**config.mk**
```make
export PLATFORM = sky130hd
export DESIGN_NAME = nn_layer_sequencer
export DESIGN_NICKNAME = d
export VERILOG_FILES = /design/src/rtl/nn_layer_sequencer.sv
export SDC_FILE = /design/constraint.sdc
export NUM_CORES = 1
export LEC_CHECK = 0
export ABC_AREA = 1
export CAP_MARGIN = 30
export CORE_MARGIN = 2
export CORE_UTILIZATION = 45
export DETAILED_ROUTE_END_ITERATION = 6
export MAX_ROUTING_LAYER = met4
export PLACE_DENSITY = 0.64
export SLEW_MARGIN = 5
export SYNTH_ARGS = -nofsm -noshare
export SYNTH_HDL_FRONTEND = slang
export SYNTH_SLANG_ARGS = --single-unit
```
**constraint.sdc**
```tcl
create_clock -name clk -period 2.3 [get_ports clk]
set_clock_uncertainty 0.15 [all_clocks]
set_input_delay 0.46 -clock clk [delete_from_list [all_inputs] [get_ports clk]]
set_output_delay 0.46 -clock clk [all_outputs]
set_load 0.02 [all_outputs]
```
**src/rtl/nn_layer_sequencer.sv**
```systemverilog
// -----------------------------------------------------------------------------
// nn_layer_sequencer
//
// Top-level layer scheduler for the network datapath. One go request runs
// layers 0..num_layers-1 in order. Each layer goes through the same steps:
//   1. Pulse the RAM read driver.
//   2. Wait for the rising edge of the driver's sum_trigger.
//   3. Wait for sum_trigger to drop.
//   4. Pulse the activation/accumulate stage and wait for its done.
// At the end of the run it gives a single done pulse. A watchdog timeout or an
// illegal layer count instead sets a sticky error, which stays until clear_err.
//
// Ports
//   clk         clock; all state updates on the rising edge
//   reset       synchronous, active-high reset
//   go          start request, sampled only while idle
//   num_layers  number of layers to run, sampled with go (legal 1..MAX_LYR)
//   clear_err   leaves the error state and clears err_code
//   drv_start   1-cycle start pulse to the RAM read driver
//   drv_layer   layer index presented to the read driver
//   drv_sum     read driver sum_trigger (high for up to 2 cycles)
//   act_start   1-cycle start pulse to the activation stage
//   act_done    activation stage completion, level or pulse
//   busy        high while a run is in progress
//   done        1-cycle pulse after the last layer completes
//   err         sticky error flag
//   err_code    0 none, 1 bad num_layers, 2 driver timeout, 3 activation timeout
// -----------------------------------------------------------------------------
module nn_layer_sequencer #(
  parameter int LAYER_W = 2,
  parameter int MAX_LYR = 3,
  parameter int TIMEOUT = 1024,
  parameter int CNT_W   = 11
) (
  input  logic               clk,
  input  logic               reset,
  input  logic               go,
  input  logic [LAYER_W-1:0] num_layers,
  input  logic               clear_err,
  output logic               drv_start,
  output logic [LAYER_W-1:0] drv_layer,
  input  logic               drv_sum,
  output logic               act_start,
  input  logic               act_done,
  output logic               busy,
  output logic               done,
  output logic               err,
  output logic [1:0]         err_code
);

  typedef enum logic [3:0] {
    S_IDLE,
    S_ISSUE,
    S_WAIT_SUM,
    S_DRAIN,
    S_ACT,
    S_WAIT_ACT,
    S_NEXT,
    S_FIN,
    S_ERR
  } state_t;

  typedef enum logic [1:0] {
    ERR_NONE  = 2'd0,
    ERR_COUNT = 2'd1,
    ERR_DRV   = 2'd2,
    ERR_ACT   = 2'd3
  } err_code_t;

  localparam int NUM_CODES = 1 << LAYER_W;

  // Lookup of which num_layers encodings are legal. The table is built at
  // elaboration, so the run-time check is a single bit select. This also
  // works when MAX_LYR covers every encoding of num_layers.
  function automatic logic [NUM_CODES-1:0] legal_counts();
    logic [NUM_CODES-1:0] map;
    map = '0;
    for (int i = 1; i < NUM_CODES; i++) begin
      map[i] = (i <= MAX_LYR);
    end
    return map;
  endfunction

  localparam logic [NUM_CODES-1:0] LEGAL     = legal_counts();
  localparam logic [CNT_W-1:0]     WDOG_LAST = CNT_W'(TIMEOUT - 1);

  state_t             state_q, state_d;
  logic [LAYER_W-1:0] layer_q, layer_d;
  logic [LAYER_W-1:0] n_lyr_q, n_lyr_d;
  logic [CNT_W-1:0]   wdog_q, wdog_d;
  err_code_t          code_q, code_d;
  logic               sum_q;
  logic               sum_rise;

  // Only a fresh rising edge of sum_trigger counts. If sum_trigger is still
  // high from an earlier layer, it does not end the wait.
  assign sum_rise = drv_sum & ~sum_q;

  // NOTE: sequential state uses non-blocking assignments only, so every
  // register samples the values from before the clock edge.
  always_ff @(posedge clk) begin
    if (reset) begin
      state_q <= S_IDLE;
      layer_q <= '0;
      n_lyr_q <= '0;
      wdog_q  <= '0;
      code_q  <= ERR_NONE;
      sum_q   <= 1'b0;
    end else begin
      state_q <= state_d;
      layer_q <= layer_d;
      n_lyr_q <= n_lyr_d;
      wdog_q  <= wdog_d;
      code_q  <= code_d;
      sum_q   <= drv_sum;
    end
  end

  // NOTE: every signal written here gets a hold-value default first. Without
  // that, any path that skips an assignment would infer a latch.
  always_comb begin
    state_d = state_q;
    layer_d = layer_q;
    n_lyr_d = n_lyr_q;
    wdog_d  = wdog_q;
    code_d  = code_q;

    unique case (state_q)
      S_IDLE: begin
        if (go) begin
          if (LEGAL[num_layers]) begin
            state_d = S_ISSUE;
            layer_d = '0;
            n_lyr_d = num_layers;
          end else begin
            state_d = S_ERR;
            code_d  = ERR_COUNT;
          end
        end
      end

      S_ISSUE: begin
        state_d = S_WAIT_SUM;
        wdog_d  = '0;
      end

      // The watchdog exits at TIMEOUT-1, so the counter never wraps.
      S_WAIT_SUM: begin
        if (sum_rise) begin
          state_d = S_DRAIN;
        end else if (wdog_q == WDOG_LAST) begin
          state_d = S_ERR;
          code_d  = ERR_DRV;
        end else begin
          wdog_d = wdog_q + CNT_W'(1);
        end
      end

      // Hold here until the driver has dropped sum_trigger and is back in
      // idle. A two-cycle trigger therefore yields only one act_start.
      S_DRAIN: begin
        if (!drv_sum) begin
          state_d = S_ACT;
        end
      end

      S_ACT: begin
        state_d = S_WAIT_ACT;
        wdog_d  = '0;
      end

      S_WAIT_ACT: begin
        if (act_done) begin
          state_d = S_NEXT;
        end else if (wdog_q == WDOG_LAST) begin
          state_d = S_ERR;
          code_d  = ERR_ACT;
        end else begin
          wdog_d = wdog_q + CNT_W'(1);
        end
      end

      S_NEXT: begin
        if (layer_q == n_lyr_q - LAYER_W'(1)) begin
          state_d = S_FIN;
        end else begin
          layer_d = layer_q + LAYER_W'(1);
          state_d = S_ISSUE;
        end
      end

      // layer_q keeps the last layer index until the next go.
      S_FIN: begin
        state_d = S_IDLE;
      end

      S_ERR: begin
        if (clear_err) begin
          state_d = S_IDLE;
          code_d  = ERR_NONE;
        end
      end

      default: begin
        state_d = S_IDLE;
      end
    endcase
  end

  // Moore outputs decoded straight from the state register.
  assign drv_start = (state_q == S_ISSUE);
  assign act_start = (state_q == S_ACT);
  assign done      = (state_q == S_FIN);
  assign err       = (state_q == S_ERR);
  assign busy      = (state_q != S_IDLE) && (state_q != S_ERR);
  assign drv_layer = layer_q;
  assign err_code  = code_q;

endmodule

```
Word level (Yosys, flattened, before mapping)
Index checks and enable logic that the tools add are counted.

storage, ports and cells
  flip-flop bits (word level) = 22
  input bits = 8
  word-level logic and storage cells = 72

operators by class
  add/subtract/negate cells = 3
  magnitude comparators = 1
  equal/unequal tests = 21
  multiplexer cells = 27
  bitwise gates (word level) = 2
  reduce and logical (&&, ||, !) cells = 12

operator list
  operator                                               count
  two-way mux 11 bit                                     3
  case mux 11 bit (3 select lines)                       1
  case mux 4 bit (8 select lines)                        1
  two-way mux 4 bit                                      7
  two-way mux 2 bit                                      10
  != test 2 bit, second input constant                   10
  equality test 4 x 3 -> 1 bit, second input constant    4
  adder 11 x 1 -> 11 bit, second input constant          1
  equality test 11 x 10 -> 1 bit, second input constant  1
  AND reduction 3 bit                                    3
  equality test 4 x 2 -> 1 bit, second input constant    2
  case mux 2 bit (4 select lines)                        1
  AND reduction 8 bit                                    1
  nonzero test 4 bit                                     2
  equality test 4 x 1 -> 1 bit, second input constant    1
  equality test 4 bit, second input constant             1
  logical NOT 4 bit                                      1
  != test 4 bit, second input constant                   1
  case mux 2 bit (2 select lines)                        1
  AND reduction 4 bit                                    1
  < comparator 2 x 3 -> 1 bit, second input constant     1
  two-way mux 3 bit                                      1
  nonzero test 3 bit                                     1
  adder 2 x 1 -> 2 bit, second input constant            1
  9 further kinds                                        9

Depth between registers and ports, before layout
  depth after elaboration = 5
  mapped depth = 10
  mapped depth without buffers = 10

Least setup slack after synthesis
Ideal clock, no wire load.

  path type = reg-to-output
  from = reg state_q[1]
  to = out err
  data arrival time = 1.157 ns
  slack = 0.533 ns
  stages on the path, launching flop included = 4
  cell sequence = dfxtp_1 nor2_1 nand2_1 nor2_1

on the way
  cells in the longest elaborated chain, start to end = 1

ends and longest elaborated chain
  item                    RTL line  text
  start, declared         87        state_t state_q, state_d;
  start signal, assigned  110       state_q <= state_d;
  equality test 4 bit     214       assign err = (state_q == S_ERR);
  end, declared           47        output logic err,

Every way passes these cells.

Worst setup path in the final report
  from = reg state_q[1]
  to = out busy

on the way
  cells in the longest elaborated chain, start to end = 2
  elaborated cells between the ends (all ways) = 3
  classes of those cells = 1 x eq/ne; 2 x reduce/logical

ends and longest elaborated chain
  item                                                        RTL line  text
  != test 4 bit / nonzero test 4 bit (equally long branches)  215       assign busy = (state_q != S_IDLE) && (state_q != S_ERR);
  logical AND 1 bit (*)                                       215
  end, declared                                               45        output logic busy,

Mark *: on every way between the ends. The rest lies on a longest branch, timed or not.

==> load_flow_metrics.sql <==
INSERT INTO impl_metrics (metric_group, metric, value, unit) VALUES
('run_status', 'outcome', 'complete, no violations', ''),
('clocking', 'cts_tree', 'yes', ''),
('power_and_ir_drop', 'power.share.combinational', '42.6', '%'),
('clocking', 'htree_levels', '1', ''),
('timing', 'finalSetupViolations', '0', ''),
('timing', 'grt_setup_unrepaired', 'no', ''),
('drt', 'drt_iter0_drc', '87', ''),
('synthesis', 'async_flop_share', '0', '%'),
('power_and_ir_drop', 'post-layout-total-power', '0.00119', 'W'),
('timing', 'hold_violations', '0', ''),
('worst_setup_path', 'critPathMaxStageDelay', '0.62', 'ns'),
('timing', 'relSlewSlack', '74.0', '%'),
('die', 'area_enclosed_by_the_die_boundary', '3820', 'um2'),
('clocking', 'clk_pin_slew_worst_paths', '0.12', 'ns'),
('timing', 'setup_tns', '0', 'ns'),
('die', 'die-height', '61.8', 'um'),
('worst_setup_path', 'timing_worst_setup_path_type', 'flop to primary output', ''),
('power_and_ir_drop', 'p_clk_share', '18.5', '%'),
('power_and_ir_drop', 'p_seq_share', '38.9', '%'),
('synthesis', 'synth.top_cell.area_share', '29.3', '%'),
('worst_setup_path', 'worst_path_max_delay_cell', 'sky130_fd_sc_hd__clkdlybuf4s50_1', ''),
('timing', 'fmaxAchievable', '0.452', 'GHz'),
('worst_setup_path', 'worstPathBufferInverterCount', '1', ''),
('die', 'rows', '20', ''),
('global_route', 'first_global_vias', '1307', ''),
('drt', 'first_pass_iters', '4', ''),
('timing', 'finalCritPeriodShare', '96.1', '%'),
('synthesis', 'synthCells', '241', ''),
('cells_and_area', 'final_layout_size_suffix_gt1_share', '12.3', '%'),
('drt', 'antenna_left', '0', ''),
('synthesis', 'synth_top_family_by_area', 'simple AND/OR/NAND/NOR gates', ''),
('synthesis', 'yosys.area_share.simple', '47.0', '%'),
('worst_setup_path', 'worst-r2r-cell-count', '9', ''),
('synthesis', 'syn-num-nets', '250', ''),
('worst_hold_path', 'timing.hold.worst.class', 'flop to flop', ''),
('global_route', 'grt_pass1_wl', '5.75', 'mm'),
('synthesis', 'synthXorXnorAreaFrac', '3.50', '%'),
('worst_setup_path', 'critical_path.startpoint_type', 'flop', ''),
('worst_setup_path', 'critical_path.top_delay_family', 'buffers and inverters', ''),
('worst_setup_path', 'crit_chain', 'nor2_2 -> nand2_1 -> clkdlybuf4s50_1', ''),
('worst_setup_path', 'setup.reg_to_reg.worst_slack', '0.38', 'ns'),
('cells_and_area', 'antenna_cells_inserted', '0', ''),
('global_route', 'grt_antenna_before_repair', '0', ''),
('clocking', 'cts-root-buf', 'sky130_fd_sc_hd__clkbuf_4', ''),
('timing', 'report.final.slew_viol_count', '0', ''),
('power_and_ir_drop', 'intPower', '0.000692', 'W'),
('worst_hold_path', 'worst_hold_path.endpoint', 'err_code[1]$_SDFFE_PP0P_', ''),
('global_route', 'global_route.overflow_total', '0', ''),
('drt', 'post_drt_via_cell_ratio', '5.09', ''),
('die', 'fp.coreArea', '3100', 'um2'),
('drt', 'wire_per_inst', '11.3', 'um'),
('drt', 'num_vias', '1546', ''),
('drt', 'post-route-drc-count', '0', ''),
('cells_and_area', 'area_delta_synth_final', '17.2', '%'),
('clocking', 'ctsHoldBuffers', '0', ''),
('global_route', 'grt_use_total', '20.8', '%'),
('drt', 'wl', '3.45', 'mm'),
('synthesis', 'synth_cell_types', '24', ''),
('worst_setup_path', 'rr_startpoint', 'wdog_q[0]$_SDFFE_PP0P_', ''),
('die', 'fp.dieW', '61.8', 'um'),
('global_route', 'grt_start_max_net_pins', '16', ''),
('synthesis', 'synth-edff-count', '0', ''),
('worst_setup_path', 'worst_ep_arrival_time', '1.60', 'ns'),
('synthesis', 'synth_sequential_area_ratio', '29.3', '%'),
('die', 'start_util', '48.4', '%'),
('synthesis', 'synth_area', '1500', 'um2'),
('worst_setup_path', 'path_max_fanout', '5', ''),
('clocking', 'clk-insertion-delay-late', '0.31', 'ns'),
('clocking', 'cts_sinks', '22', ''),
('synthesis', 'synth_area_leader_cell', 'sky130_fd_sc_hd__dfxtp_1', ''),
('power_and_ir_drop', 'power.density', '677', 'nW/um2');
worst max path at each step:
stage	startpoint	to	slack, ns
2_1_floorplan	state_q[1]$_SDFFE_PP0P_	err	0.53
3_3_place_gp	state_q[1]$_SDFFE_PP0P_	err	0.17
3_5_place_dp	state_q[0]$_SDFFE_PP0P_	err	0.16
4_1_cts	state_q[3]$_SDFFE_PP0P_	done	0.02
5_1_grt	state_q[1]$_SDFFE_PP0P_	busy	0.001
6_report	state_q[1]$_SDFFE_PP0P_	busy	0.09
Yosys cell counts (2+ instances only):
cell type / instances
sky130_fd_sc_hd__a21oi_1: 20
sky130_fd_sc_hd__nand2_2: 3
sky130_fd_sc_hd__inv_1: 29
sky130_fd_sc_hd__nand2_1: 55
sky130_fd_sc_hd__nor2_1: 35
sky130_fd_sc_hd__nor3_1: 2
sky130_fd_sc_hd__nand3_1: 32
sky130_fd_sc_hd__dfxtp_1: 22
sky130_fd_sc_hd__inv_2: 6
sky130_fd_sc_hd__nor2_2: 3
sky130_fd_sc_hd__nand3_2: 3
sky130_fd_sc_hd__xor2_1: 2
sky130_fd_sc_hd__nand2_4: 3
sky130_fd_sc_hd__clkbuf_1: 2
sky130_fd_sc_hd__nor2_4: 3
sky130_fd_sc_hd__xnor2_1: 4
sky130_fd_sc_hd__nand4_1: 4
sky130_fd_sc_hd__o21ai_0: 7
timing repair:
| action | CTS | global route |
|---|---|---|
| setup buffers | 0 | 0 |
| endpoints found under the setup margin | 4 | 1 |
| gates resized for setup | 6 | 1 |
| hold endpoints to repair | 0 | 0 |
logic make-up (layout without fill, tap and decap cells):
family / after synthesis / count (layout)
simple gates: 145 / 145
flops: 22 / 22
fa+ha+maj: 1 / 1
compound gates: 29 / 29
buf+inv: 38 / 57
xor+xnor: 6 / 6
layout make-up:
type	instances	area, um2
repair buffers	18	174
flip-flops and latches	22	443
multi-input cells	181	921
clock buffers	4	36.3
inverters	35	131
fillers	348	1340
well taps	44	55.1
routing by layer:
layer	routed length [um]	up-vias	track usage (%)
met3	167	4	4.35
met5	0	-	-
met4	25	0	4.26
met2	1450	43	31.4
li1	-	813	-
met1	1810	686	28.8
layout by cell type (no fill, tap or decap), drive strengths merged:
cell / count
a21oi: 20
buf: 2
clkbuf: 4
clkdlybuf4s50: 12
dfxtp: 22
dlygate4sd2: 3
dlymetal6s2s: 1
ha: 1
inv: 35
nand2: 61
nand3: 36
nand4: 4
nor2: 42
nor3: 2
o211ai: 1
o21ai: 8
xnor2: 4
xor2: 2
flip-flops by register name, indices dropped and copies added (netlist names):
| name | flops |
|---|---|
| sum_q | 1 |
| state_q | 4 |
| err_code | 2 |
| wdog_q | 11 |
| n_lyr_q | 2 |
| drv_layer | 2 |
power by group through the flow:
stage	Clock, W	Combinational, W	Sequential, W
global placement	0	0.000519	0.000467
CTS	0.000231	0.000511	0.000463
finish	0.000221	0.000508	0.000463
floorplan	0	0.000359	0.000473
detailed placement	0	0.000512	0.000469
global route	0.000244	0.000567	0.000470
worst register-to-register path: stages, from the launching register on:
cell	delay [ns]
sky130_fd_sc_hd__dfxtp_1	0.43
sky130_fd_sc_hd__ha_1	0.29
sky130_fd_sc_hd__nand3_1	0.15
sky130_fd_sc_hd__nor2_1	0.18
sky130_fd_sc_hd__nand3_2	0.18
sky130_fd_sc_hd__nand2_4	0.15
sky130_fd_sc_hd__nand3_1	0.14
sky130_fd_sc_hd__nand2_1	0.08
sky130_fd_sc_hd__nand2_1	0.04
sky130_fd_sc_hd__nor2_1	0.08
per-stage QoR:
step           instances  setup slack (ns)  utilization, %  area, um2  hold slack, ns
2_1_floorplan        241             0.533               -       1500           0.302
3_3_place_gp         300             0.170            55.4       1720           0.313
3_5_place_dp         300             0.163            55.4       1720           0.310
4_1_cts              304            0.0166            56.7       1760           0.331
5_1_grt              304          0.000993            56.7       1760           0.357
6_report             304            0.0886            56.7       1760           0.327
(Power assumes the default switching activity.)
